<file path="src/rtl/ysyx_lsu_bus_bridge.sv">
// ---------------------------------------------------------------------------
// ysyx_lsu_bus_bridge
//
// Purpose:
//   Turns the LSU's level-held load/store requests into single AXI4-Lite-style
//   master transactions, one outstanding at a time.
//   - Loads: the full byte address and a transfer size are sent on AR. The raw
//     32-bit bus word comes back on lsu_rdata. The LSU does its own
//     right-shift and sign extension.
//   - Stores: the LSB-aligned store data and the byte strobe are shifted onto
//     the correct byte lanes before they are sent on AW/W.
//
// Optional feature (compile-time macro YSYX_LSU_BRIDGE_ALIGN_CHECK_EN):
//   Defined:
//     Misaligned halfword/word requests are rejected in IDLE. They go straight
//     to the completion pulse with lsu_err=1 and never touch the bus.
//     A misaligned load returns lsu_rdata=0.
//   Undefined:
//     Every request is issued as-is. Lane steering is simply truncated to the
//     4 byte lanes.
//
// Ports:
//   clk, rst        : clock; synchronous active-high reset
//   lsu_ar*         : load request (address, size strobe, level-held valid)
//   lsu_aw*, lsu_w* : store request (address, data, size strobe, valids)
//   lsu_rdata       : raw bus word from the last completed read
//   lsu_rvalid      : one-cycle load-completion pulse
//   lsu_wready      : one-cycle store-completion pulse
//   lsu_err         : error flag, valid together with the completion pulse
//   ar*/r*          : AXI4-Lite-style read address and read data channels
//   aw*/w*/b*       : AXI4-Lite-style write address, write data and response
//
// All outputs are registered. No bus input reaches an output combinationally.
// ---------------------------------------------------------------------------
module ysyx_lsu_bus_bridge #(
  parameter int ADDR_W = 32,
  parameter int DATA_W = 32
) (
  input  logic              clk,
  input  logic              rst,
  // LSU side
  input  logic [ADDR_W-1:0] lsu_araddr,
  input  logic              lsu_arvalid,
  input  logic [7:0]        lsu_rstrb,
  input  logic [ADDR_W-1:0] lsu_awaddr,
  input  logic              lsu_awvalid,
  input  logic              lsu_wvalid,
  input  logic [DATA_W-1:0] lsu_wdata,
  input  logic [7:0]        lsu_wstrb,
  output logic [DATA_W-1:0] lsu_rdata,
  output logic              lsu_rvalid,
  output logic              lsu_wready,
  output logic              lsu_err,
  // Read address channel
  output logic [ADDR_W-1:0] araddr,
  output logic [2:0]        arsize,
  output logic              arvalid,
  input  logic              arready,
  // Read data channel
  input  logic [DATA_W-1:0] rdata,
  input  logic [1:0]        rresp,
  input  logic              rvalid,
  output logic              rready,
  // Write address channel
  output logic [ADDR_W-1:0] awaddr,
  output logic [2:0]        awsize,
  output logic              awvalid,
  input  logic              awready,
  // Write data channel
  output logic [DATA_W-1:0] wdata,
  output logic [3:0]        wstrb,
  output logic              wvalid,
  input  logic              wready,
  // Write response channel
  input  logic [1:0]        bresp,
  input  logic              bvalid,
  output logic              bready
);

  typedef enum logic [2:0] {
    IDLE,
    RD_A,
    RD_D,
    WR_A,
    WR_B,
    RESP,
    HOLD
  } state_t;

  state_t state_reg;

  // Strobe to AXI size.
  // Any strobe that is not a byte or a halfword is treated as a full word.
  function automatic logic [2:0] strb_to_size(input logic [7:0] strb);
    logic [2:0] size;
    case (strb)
      8'h01:   size = 3'd0;
      8'h03:   size = 3'd1;
      default: size = 3'd2;
    endcase
    return size;
  endfunction

  logic [2:0] rd_size;
  logic [2:0] wr_size;
  assign rd_size = strb_to_size(lsu_rstrb);
  assign wr_size = strb_to_size(lsu_wstrb);

  // Store lane steering.
  // The data and the strobe move up by the byte offset within the word.
  // Anything that spills past lane 3 is dropped.
  logic [1:0]        wr_off;
  logic [DATA_W-1:0] wdata_steer;
  logic [3:0]        wstrb_steer;
  assign wr_off      = lsu_awaddr[1:0];
  assign wdata_steer = lsu_wdata << {wr_off, 3'b000};
  assign wstrb_steer = lsu_wstrb[3:0] << wr_off;

  // Misalignment detection (only meaningful when the check is built in)
  logic rd_misalign;
  logic wr_misalign;
`ifdef YSYX_LSU_BRIDGE_ALIGN_CHECK_EN
  function automatic logic is_misaligned(input logic [2:0] size,
                                         input logic [1:0] off);
    logic bad;
    case (size)
      3'd0:    bad = 1'b0;
      3'd1:    bad = off[0];
      default: bad = (off != 2'b00);
    endcase
    return bad;
  endfunction

  assign rd_misalign = is_misaligned(rd_size, lsu_araddr[1:0]);
  assign wr_misalign = is_misaligned(wr_size, wr_off);
`else
  assign rd_misalign = 1'b0;
  assign wr_misalign = 1'b0;
`endif

  // Single FSM. Every output is a register that is updated on the transition
  // that enters the state where the output must be visible.
  always_ff @(posedge clk) begin
    if (rst) begin
      state_reg  <= IDLE;
      lsu_rdata  <= '0;
      lsu_rvalid <= 1'b0;
      lsu_wready <= 1'b0;
      lsu_err    <= 1'b0;
      araddr     <= '0;
      arsize     <= 3'd0;
      arvalid    <= 1'b0;
      rready     <= 1'b0;
      awaddr     <= '0;
      awsize     <= 3'd0;
      awvalid    <= 1'b0;
      wdata      <= '0;
      wstrb      <= 4'd0;
      wvalid     <= 1'b0;
      bready     <= 1'b0;
    end else begin
      case (state_reg)
        IDLE: begin
          if (lsu_arvalid) begin
            if (rd_misalign) begin
              // Rejected without a bus cycle; complete immediately.
              lsu_rdata  <= '0;
              lsu_rvalid <= 1'b1;
              lsu_err    <= 1'b1;
              state_reg  <= RESP;
            end else begin
              araddr    <= lsu_araddr;
              arsize    <= rd_size;
              arvalid   <= 1'b1;
              state_reg <= RD_A;
            end
          end else if (lsu_awvalid && lsu_wvalid) begin
            if (wr_misalign) begin
              lsu_wready <= 1'b1;
              lsu_err    <= 1'b1;
              state_reg  <= RESP;
            end else begin
              awaddr    <= lsu_awaddr;
              awsize    <= wr_size;
              wdata     <= wdata_steer;
              wstrb     <= wstrb_steer;
              awvalid   <= 1'b1;
              wvalid    <= 1'b1;
              state_reg <= WR_A;
            end
          end
        end

        RD_A: begin
          if (arready) begin
            arvalid   <= 1'b0;
            rready    <= 1'b1;
            state_reg <= RD_D;
          end
        end

        RD_D: begin
          if (rvalid) begin
            rready     <= 1'b0;
            lsu_rdata  <= rdata;
            lsu_err    <= (rresp != 2'b00);
            lsu_rvalid <= 1'b1;
            state_reg  <= RESP;
          end
        end

        WR_A: begin
          // AW and W retire independently.
          // A channel whose valid is already low has finished its handshake.
          if (awvalid && awready) begin
            awvalid <= 1'b0;
          end
          if (wvalid && wready) begin
            wvalid <= 1'b0;
          end
          if ((!awvalid || awready) && (!wvalid || wready)) begin
            bready    <= 1'b1;
            state_reg <= WR_B;
          end
        end

        WR_B: begin
          if (bvalid) begin
            bready     <= 1'b0;
            lsu_err    <= (bresp != 2'b00);
            lsu_wready <= 1'b1;
            state_reg  <= RESP;
          end
        end

        RESP: begin
          // The pulse is visible for exactly this one cycle.
          // lsu_rdata keeps its value.
          lsu_rvalid <= 1'b0;
          lsu_wready <= 1'b0;
          lsu_err    <= 1'b0;
          state_reg  <= HOLD;
        end

        HOLD: begin
          // The LSU is still dropping its request here.
          // Ignore it so the request is not accepted a second time.
          state_reg <= IDLE;
        end

        default: state_reg <= IDLE;
      endcase
    end
  end

endmodule

</file>
<file path="config.mk">
export PLATFORM = sky130hd
export DESIGN_NAME = ysyx_lsu_bus_bridge
export DESIGN_NICKNAME = d
export VERILOG_FILES = /design/src/rtl/ysyx_lsu_bus_bridge.sv
export SDC_FILE = /design/constraint.sdc
export NUM_CORES = 1
export LEC_CHECK = 0
export CAP_MARGIN = 30
export CORE_MARGIN = 10
export CORE_UTILIZATION = 43
export DETAILED_ROUTE_END_ITERATION = 6
export PLACE_DENSITY = 0.86
export SETUP_SLACK_MARGIN = 0.05
export SYNTH_ARGS = -nofsm -noshare
export SYNTH_HDL_FRONTEND = slang
export SYNTH_SLANG_ARGS = --single-unit
</file>
<file path="constraint.sdc">
create_clock -name clk -period 4.1 [get_ports clk]
set_input_delay 0.82 -clock clk [delete_from_list [all_inputs] [get_ports clk]]
set_output_delay 0.82 -clock clk [all_outputs]
set_load 0.01 [all_outputs]
</file>
==> out/summary.txt, run 1 <==
CP max stage delay: 0.63 ns
GRT Overall Usage: 21.6%
Setup crit start kind: input pin
placer congestion estimate: 0.857
Peak Freq: 393 MHz
initial core utilization: 44.0%
initial antenna violation count: 0
Reg2Reg Launch Point: state_reg[0]
Post-synth EDFFs: 0
die height: 136 um
Netlist cell types: 42
Max Slew Vio Count: 0
row count: 42
delay-heaviest family, CP: simple AND/OR/NAND/NOR gates
Root Buffer: clkbuf_16
Final min period: 2.54 ns
syn_area_per_cell: 8.05 um^2
critical path arrival: 2.88 ns
htree depth: 4
CP max FO: 60
Primary FF master, synth: dfxtp_1
Power Internal: 3.08 mW
Worst path slowest cell: nor2_8
Vias: 6056
count leader, synth: nand2_1
nature of the critical path endpoint: flop
Final HPWL DP: 16.0 mm
drt drc: 0
drt initial violations: 331
HP Class: flop to flop
P_leak: 3.33 nW
combinational power share: 28.1%
synth warn: 0
Switching Share: 30.7%
Max VDD drop: 378 uV
cells along the critical path: clkdlybuf4s50_1 > or4_4 > nor2_8 > o211ai_1 > a21oi_1
asr flop ratio synth: 0%
switching pwr: 1.37 mW
Hold Startpoint: wdata[9]
Rel. slew slack: 45.3%
Yosys reg bits: 147
clk slew on worst S/H paths: 0.06 ns
Synth top cells by count: nand2_1 (234), dfxtp_1 (147), a21oi_1 (131), clkbuf_1 (33), nor2_1 (30)
Worst Tran Pin Value: 0.821 ns
post-route cell area: 9460 um^2
Vias/cell: 5.09
CTS tree: yes
detailed-router iteration count before antenna repair: 5
Placed Area: 8900 um^2
Wirelength per Cell: 17.7 um
cell count after placement: 1158
Num CTS Buffers: 17
power density over the cells: 469 nW/um^2
CTS max path bufs: 2
Synth area leader: dfxtp_1
core area: 13200 um^2
fin nets: 1159
WL final: 21.1 mm
post-synthesis cell count: 724
status: finished clean
Final period util: 62.0%
Cell Area, Synth: 5830 um^2
Chip Width: 136 um
share of cells above drive strength 1: 6.51%
sequential area share after synthesis: 50.5%
unrepaired setup endpoints after global routing: false
Clock power frac: 32.3%
vias in the first global route: 5749
Clock Skew: 0.00782 ns
area delta synth->final: 62.4%
IO buf count: 301
gr ovfl total: 0
largest net degree at the start of global routing: 61
max-cap violation count: 0
Hold Violations, Final: 0
first-pass GRT wire length: 31.5 mm
Clk Latency, worst-skew pair: 0.42 ns
Worst Path Class, Setup: input pin to flop
Seq pwr share: 39.6%
CP Launch Point: lsu_arvalid
synth top area cells: dfxtp_1 (51%), nand2_1 (15%), a21oi_1 (11%), mux2i_1 (3.1%), clkbuf_1 (2.1%)
post-CTS sizing: 0
Synth top area share: 50.5%
Finished Layout Cells: 1190
Buf/Inv on CP: 1
Sum Neg Setup Slack: 0 ns
die area: 18600 um^2
antenna-violating nets left: 0
Worst EP required: 4.43 ns
postcts setup bufs: 0
hold_buf cts: 0
# IOs: 304
Sink Count: 147
ANT cells: 0
setup violators final: 0
==> layout make-up <==
type                            count  area (um^2)
Fill cell                        1063         3780
Sequential cell                   147         2940
Multi-Input combinational cell    518         2620
Clock buffer                       21          480
Clock inverter                     11         77.6
Tap cell                          176          220
Timing Repair Buffer              314         3110
Inverter                            3         11.3
==> path summary, 6_finish.rpt <==
check	to	slack, ns	depth (start not counted)
hold / removal	wdata[9]	0.45	2
setup reg to reg	wdata[29]	1.80	4
hold reg to reg	wdata[9]	0.45	2
setup / recovery	wdata[29]	1.56	5
==> cells by family after synthesis <==
family	after synthesis	share of synthesized area, %
DFF	147	50.5
buffers and inverters	60	4.88
other	1	0.0644
AOI/OAI and AO/OA	172	16.4
and+or+nand+nor	317	23.3
muxes	27	4.83
==> per-stage QoR <==
stage / power, mW / hold WS, ns / worst slack [ns] / util (%)
2_1_floorplan: 2.38 / 0.476 / 2.20 / -
3_3_place_gp: 3.02 / 0.437 / 1.18 / 67.2
3_5_place_dp: 3.04 / 0.444 / 1.12 / 67.2
4_1_cts: 4.48 / 0.452 / 1.55 / 71.4
5_1_grt: 4.67 / 0.461 / 1.41 / 71.4
6_report: 4.44 / 0.450 / 1.56 / 71.4
==> worst min-delay path, cell delays in order (launching register included) <==
cell	delay [ns]
dfxtp_1	0.30
nand2_1	0.05
a21oi_1	0.05
==> per-layer routing <==
layer,part of all wire (%),vias up,track usage (%)
met1,38,2790,23.3
li1,-,2995,-
met2,50,251,37.1
met5,0,-,0
met4,1.6,0,7.28
met3,11,20,9.34
==> cells in the final DEF (no fill, tap or decap), types with 5 or more instances in the layout <==
cell             Yosys  layout
nor2_1              30      30
buf_4                5      14
or3_1                9       9
o211ai_1            10      10
dfxtp_1            147     147
nand2_1            234     234
nand2b_1             5       5
a211oi_1            11      11
clkbuf_16            0      17
clkdlybuf4s50_1      0     300
mux2i_1             18      18
nor3_1              13      12
clkinvlp_4           0       6
mux2_2               9       9
a21oi_1            131     131
nand3_1              9       9
o21ai_0              7       7
==> power groups by stage <==
stage	clock, mW	combinational (mW)	sequential (mW)
after CTS	1.46	1.26	1.76
after floorplan	0	0.569	1.82
after global routing	1.53	1.36	1.79
final	1.43	1.25	1.76
after detailed placement	0	1.25	1.79
after global placement	0	1.24	1.78
(Power assumes the default switching activity.)
==> run 2: changes to the inputs <==
--- a/config.mk
+++ b/config.mk
@@ -7,9 +7,9 @@
 export LEC_CHECK = 0
 export CAP_MARGIN = 30
 export CORE_MARGIN = 10
-export CORE_UTILIZATION = 43
+export CORE_UTILIZATION = 36
 export DETAILED_ROUTE_END_ITERATION = 6
-export PLACE_DENSITY = 0.86
+export PLACE_DENSITY = 0.77
 export SETUP_SLACK_MARGIN = 0.05
 export SYNTH_ARGS = -nofsm -noshare
 export SYNTH_HDL_FRONTEND = slang
==> constraint.sdc (replaced) <==
create_clock -name clk -period 2.25 [get_ports clk]
set_input_delay 0.45 -clock clk [delete_from_list [all_inputs] [get_ports clk]]
set_output_delay 0.45 -clock clk [all_outputs]
set_load 0.01 [all_outputs]
==> out/summary.txt, run 2 (synthesis results as in run 1) <==
status: finished clean
routing usage on met3: 10.8% (+1.5 points)
worst-case reg-to-reg path depth: 5 (+1)
postcts setup bufs: 0 (unchanged)
row count: 46 (+9.5%)
Num CTS Buffers: 17 (unchanged)
nature of the critical path endpoint: flop
cell count after placement: 1209 (+4.4%)
core area: 15900 um^2 (+20%)
WL final: 21.8 mm (+3.2%)
share of cells above drive strength 1: 7.24% (+0.73 points)
Vias: 6044 (-0.20%)
largest net degree at the start of global routing: 71 (+16%)
commonest non-fill, non-tap cells in the layout: clkdlybuf4s50_1 (300), nand2_1 (234), dfxtp_1 (147)
Buf/Inv on CP: 2 (+1)
initial antenna violation count: 2 (+2)
GR Util met1: 20.3% (-3.0 points)
Hold Violations, Final: 0 (unchanged)
critical path arrival: 2.15 ns (-0.73 ns)
Root Buffer: clkbuf_16
Vias/cell: 4.87 (-4.2%)
Wirelength per Cell: 17.6 um (-0.96%)
r2r setup slk: 0.44 ns (-1.36 ns)
CTS tree: yes
HP Class: flop to flop
Worst path slowest cell: nor2b_1
drt initial violations: 267 (-19%)
Peak Freq: 547 MHz
setup violators final: 0 (unchanged)
P_leak: 3.43 nW (+3.1%)
unrepaired setup endpoints after global routing: false
Sum Neg Setup Slack: 0 ns (unchanged)
RR Endpoint: wstrb[1]
CTS max path bufs: 2 (unchanged)
GRT Overall Usage: 19.4% (-2.2 points)
CP max stage delay: 0.64 ns (about the same)
Critical Path Stages: 5 (unchanged)
area delta synth->final: 66.6%
power density over the cells: 863 nW/um^2 (+84%)
antenna-violating nets left: 0 (unchanged)
fillcell total: 1393 (+31%)
Reg2Reg Launch Point: state_reg[2]
clk slew on worst S/H paths: 0.06 ns (about the same)
CP max FO: 30 (-50%)
hold path endpoint: wdata[12]
Chip Width: 147 um (+7.9%)
Rel. slew slack: 49.5% (+4.2 points)
Final period util: 81.2%
Worst EP required: 2.58 ns (-1.85 ns)
Setup crit start kind: input pin
initial core utilization: 36.7% (-7.3 points)
gr ovfl total: 0 (unchanged)
placer congestion estimate: 0.847 (-1.2%)
Worst Tran Pin Value: 0.756 ns (-0.0646 ns)
IO buf count: 301 (unchanged)
detailed-router iteration count before antenna repair: 5 (unchanged)
Finished Layout Cells: 1240 (+4.2%)
Final min period: 1.83 ns
most common cell after layout, fill and taps aside: clkdlybuf4s50_1
Max VDD drop: 589 uV (+56%)
max-cap violation count: 0 (unchanged)
htree depth: 4 (unchanged)
M2 GR Usage: 32.5% (-4.5 points)
# IOs: 304 (unchanged)
first-pass GRT wire length: 33.6 mm (+6.9%)
delay-heaviest family, CP: simple AND/OR/NAND/NOR gates
fin nets: 1170 (+0.95%)
die height: 147 um (+7.9%)
cells along the critical path: clkdlybuf4s50_1 > buf_12 > nor2b_1 > a211oi_1 > nor3_1
die area: 21700 um^2 (+16%)
Worst Hold Path Cells: 2 (unchanged)
Max Slew Vio Count: 0 (unchanged)
drt drc: 0 (unchanged)
Worst Path Class, Setup: input pin to flop
gr busiest metal: met2
Clock Skew: 0.00823 ns (+0.000409 ns)
Final HPWL DP: 16.8 mm (+5.1%)
hold slack: 0.450 ns (-0.000151 ns)
hold_buf cts: 0 (unchanged)
vias in the first global route: 6041 (+5.1%)
Clk Latency, worst-skew pair: 0.41 ns (about the same)
Sink Count: 147 (unchanged)
post-CTS sizing: 0 (unchanged)
Hold Startpoint: wdata[12]
==> run 2: changes by cell type in the layout (fill, tap and decap cells not counted) <==
cell | previous run | this run
buf_12 | 0 | 8
clkinv_2 | 3 | 4
clkinvlp_4 | 6 | 3
bufinv_16 | 0 | 2
inv_6 | 1 | 0
diode_2 | 0 | 2
buf_4 | 14 | 17
clkbuf_8 | 4 | 2
==> run 2: metrics by stage <==
| stage | area [um^2] | setup slack, ns | utilization (%) | total power [mW] |
|---|---|---|---|---|
| 2_1_floorplan | 5830 | 0.693 | - | 4.35 |
| 3_3_place_gp | 9140 | 0.0979 | 57.5 | 5.69 |
| 3_5_place_dp | 9140 | 0.0721 | 57.5 | 5.73 |
| 4_1_cts | 9700 | 0.403 | 61.1 | 8.49 |
| 5_1_grt | 9710 | 0.346 | 61.1 | 8.83 |
| 6_report | 9710 | 0.422 | 61.1 | 8.38 |
==> run 2: worst reg2reg max path: cells and delay by family (launching register included) <==
family                 cells  cell delay (ns)
DFF                        1             0.42
buffers and inverters      1             0.21
and+or+nand+nor            3             0.93
AOI/OAI and AO/OA          1             0.17
==> run 2: report_power, final <==
part | leakage [nW] | internal [mW] | switching (mW)
registers | 1.19 | 2.94 | 0.210
clock network | 0.272 | 1.66 | 1.07
logic | 1.97 | 1.27 | 1.22
total | 3.43 | 5.88 | 2.50
==> run 2: area by class of cell <==
cell class | instances | area, um^2 | area share (%)
tap | 216 | 270 | 2.78
timing repair buffer | 325 | 3290 | 33.9
sequential | 147 | 2940 | 30.3
clock buffer | 19 | 453 | 4.67
inverter | 3 | 11.3 | 0.116
antenna | 2 | 5.00 | 0.0516
multi-input combinational | 518 | 2620 | 27.0
clock inverter | 10 | 111 | 1.15
==> run 2: metal layers <==
layer	wire [um]	part of all wire, %
met1	8060	37
met2	10600	49
met3	2790	13
met4	344	1.6
met5	0	0
==> run 2: how the worst max path moves through the flow <==
| stage | slack (ns) | start | endpoint |
|---|---|---|---|
| after floorplan | 0.69 | state_reg[0] | state_reg[1] |
| after detailed placement | 0.07 | lsu_arvalid | wstrb[1] |
| after CTS | 0.40 | awsize[0] | awsize[0] |
| final | 0.42 | lsu_awaddr[0] | wdata[17] |
| after global routing | 0.35 | state_reg[2] | wstrb[1] |
| after global placement | 0.1 | lsu_awaddr[1] | wdata[2] |
==> run 3: changes to the inputs <==
--- a/config.mk
+++ b/config.mk
@@ -7,9 +7,9 @@
 export LEC_CHECK = 0
 export CAP_MARGIN = 30
 export CORE_MARGIN = 10
-export CORE_UTILIZATION = 36
+export CORE_UTILIZATION = 40
 export DETAILED_ROUTE_END_ITERATION = 6
-export PLACE_DENSITY = 0.77
+export PLACE_DENSITY = 0.81
 export SETUP_SLACK_MARGIN = 0.05
 export SYNTH_ARGS = -nofsm -noshare
 export SYNTH_HDL_FRONTEND = slang
==> constraint.sdc (replaced) <==
create_clock -name clk -period 1.8 [get_ports clk]
set_input_delay 0.36 -clock clk [delete_from_list [all_inputs] [get_ports clk]]
set_output_delay 0.36 -clock clk [all_outputs]
set_load 0.01 [all_outputs]
==> out/summary.txt, run 3 (synthesis results as in run 1) <==
# IOs: 304 (unchanged)
htree depth: 4 (unchanged)
Final min period: 1.70 ns
Setup crit start kind: flop
hold slack: 0.323 ns (-0.126 ns)
Final period util: 94.4%
core area: 14400 um^2 (-9.2%)
Hold Violations, Final: 0 (unchanged)
post-CTS sizing: 1 (+1)
Worst Tran Pin Value: 0.706 ns (-0.0498 ns)
Buf/Inv on CP: 1 (-1)
Clock Skew: 0.00695 ns (-0.00128 ns)
die height: 141 um (-4.4%)
gr ovfl total: 0 (unchanged)
P_leak: 3.68 nW (+7.3%)
Critical Path Stages: 1 (-4)
detailed-router iteration count before antenna repair: 5 (unchanged)
Clk Latency, worst-skew pair: 0.42 ns (about the same)
Worst Hold Path Cells: 2 (unchanged)
max-cap violation count: 0 (unchanged)
HP Class: input pin to flop
CP Launch Point: wdata[7]
Max VDD drop: 703 uV (+19%)
switching pwr: 3.16 mW (+26%)
drt drc: 0 (unchanged)
Switching Share: 29.6% (-0.31 points)
Reg2Reg Launch Point: state_reg[0]
antenna-violating nets left: 0 (unchanged)
hold_buf cts: 0 (unchanged)
Chip Width: 141 um (-4.4%)
first-pass GRT wire length: 33.8 mm (+0.35%)
Sum Neg Setup Slack: 0 ns (unchanged)
share of cells above drive strength 1: 9.46% (+2.2 points)
critical path arrival: 1.34 ns (-0.81 ns)
ANT cells: 0 (-2)
Placed Area: 9260 um^2 (+1.4%)
postcts setup bufs: 0 (unchanged)
most common cell after layout, fill and taps aside: clkdlybuf4s50_1
initial core utilization: 40.4% (+3.7 points)
Sink Count: 147 (unchanged)
die area: 19800 um^2 (-8.7%)
Vias: 6189 (+2.4%)
Worst Path Class, Setup: flop to primary output
Worst EP required: 1.44 ns (-1.14 ns)
Wirelength per Cell: 17.8 um (+1.6%)
worst-case reg-to-reg path depth: 5 (unchanged)
status: finished clean
CTS tree: yes
unrepaired setup endpoints after global routing: true
Max Slew Vio Count: 0 (unchanged)
Worst path slowest cell: clkdlybuf4s50_1
clk slew on worst S/H paths: 0.06 ns (about the same)
cells along the critical path: clkdlybuf4s50_1
Final HPWL DP: 16.9 mm (+0.58%)
row count: 44 (-4.3%)
initial antenna violation count: 0 (-2)
post-route cell area: 9870 um^2 (+1.7%)
utilization after layout: 68.5% (+7.4 points)
nature of the critical path endpoint: primary output
Clock power frac: 32.3% (-0.4 points)
WL final: 22.0 mm (+0.76%)
Hold Startpoint: rst
Vias/cell: 5.03 (+3.2%)
IO buf count: 301 (unchanged)
Peak Freq: 589 MHz
GRT Overall Usage: 21.3% (+1.9 points)
CP max stage delay: 0.60 ns (-0.04 ns)
Power Internal: 7.53 mW (+28%)
Root Buffer: clkbuf_16
combinational power share: 30.9% (+1.1 points)
vias in the first global route: 6243 (+3.3%)
placer congestion estimate: 0.911 (+7.6%)
setup violators final: 0 (unchanged)
CTS max path bufs: 2 (unchanged)
Rel. slew slack: 52.8% (+3.3 points)
Seq pwr share: 36.8% (-0.8 points)
Num CTS Buffers: 17 (unchanged)
power density over the cells: 1080 nW/um^2 (+25%)
drt initial violations: 290 (+8.6%)
largest net degree at the start of global routing: 65 (-8.5%)
fin nets: 1192 (+1.9%)
commonest non-fill, non-tap cells in the layout: clkdlybuf4s50_1 (292), nand2_1 (234), dfxtp_1 (146)
delay-heaviest family, CP: buffers and inverters
CP max FO: 2 (-93%)
area delta synth->final: 69.5%
[run 3: changes by cell type in the layout (fill, tap and decap cells not counted), moves of 2 or more]
cell,delta
buf_4,+22
clkdlybuf4s50_1,-8
clkbuf_1,+2
dlymetal6s2s_1,+7
clkinvlp_4,-2
diode_2,-2
[run 3: path summary, 6_finish.rpt]
path                   end  slack (ns)
min             lsu_rvalid        0.32
min reg2reg  lsu_rdata[12]        0.45
max               wdata[7]        0.10
max reg2reg      wdata[29]        0.15
[run 3: area by class of cell]
class,count,area [um^2]
Fill cell,1174,4550
Timing Repair Buffer,347,3470
Sequential cell,147,2940
Multi-Input combinational cell,518,2640
Clock buffer,22,474
Tap cell,184,230
Clock inverter,9,105
Inverter,3,11.3
[run 3: power groups by stage]
stage | logic, mW | registers (mW) | clock network [mW]
finish | 3.31 | 3.93 | 3.46
global route | 3.60 | 3.99 | 3.67
CTS | 3.33 | 3.93 | 3.53
detailed placement | 3.31 | 3.99 | 0
global placement | 3.27 | 3.97 | 0
floorplan | 1.30 | 4.14 | 0
[run 3: stage by stage]
stage	worst slack, ns	total power, mW	cells
after floorplan	0.243	5.43	725
after global placement	-0.139	7.24	1199
after detailed placement	-0.200	7.30	1199
after CTS	0.0523	10.8	1230
after global routing	0.0354	11.3	1230
final	0.101	10.7	1230
[run 3: per-layer routing]
metal | vias up | share of wire, % | GRT usage, %
met1 | 2836 | 37 | 22.5
met2 | 262 | 49 | 35.6
met4 | 0 | 3.0 | 9.57
met3 | 39 | 11 | 9.74
li1 | 3052 | - | -
met5 | - | 0 | 0
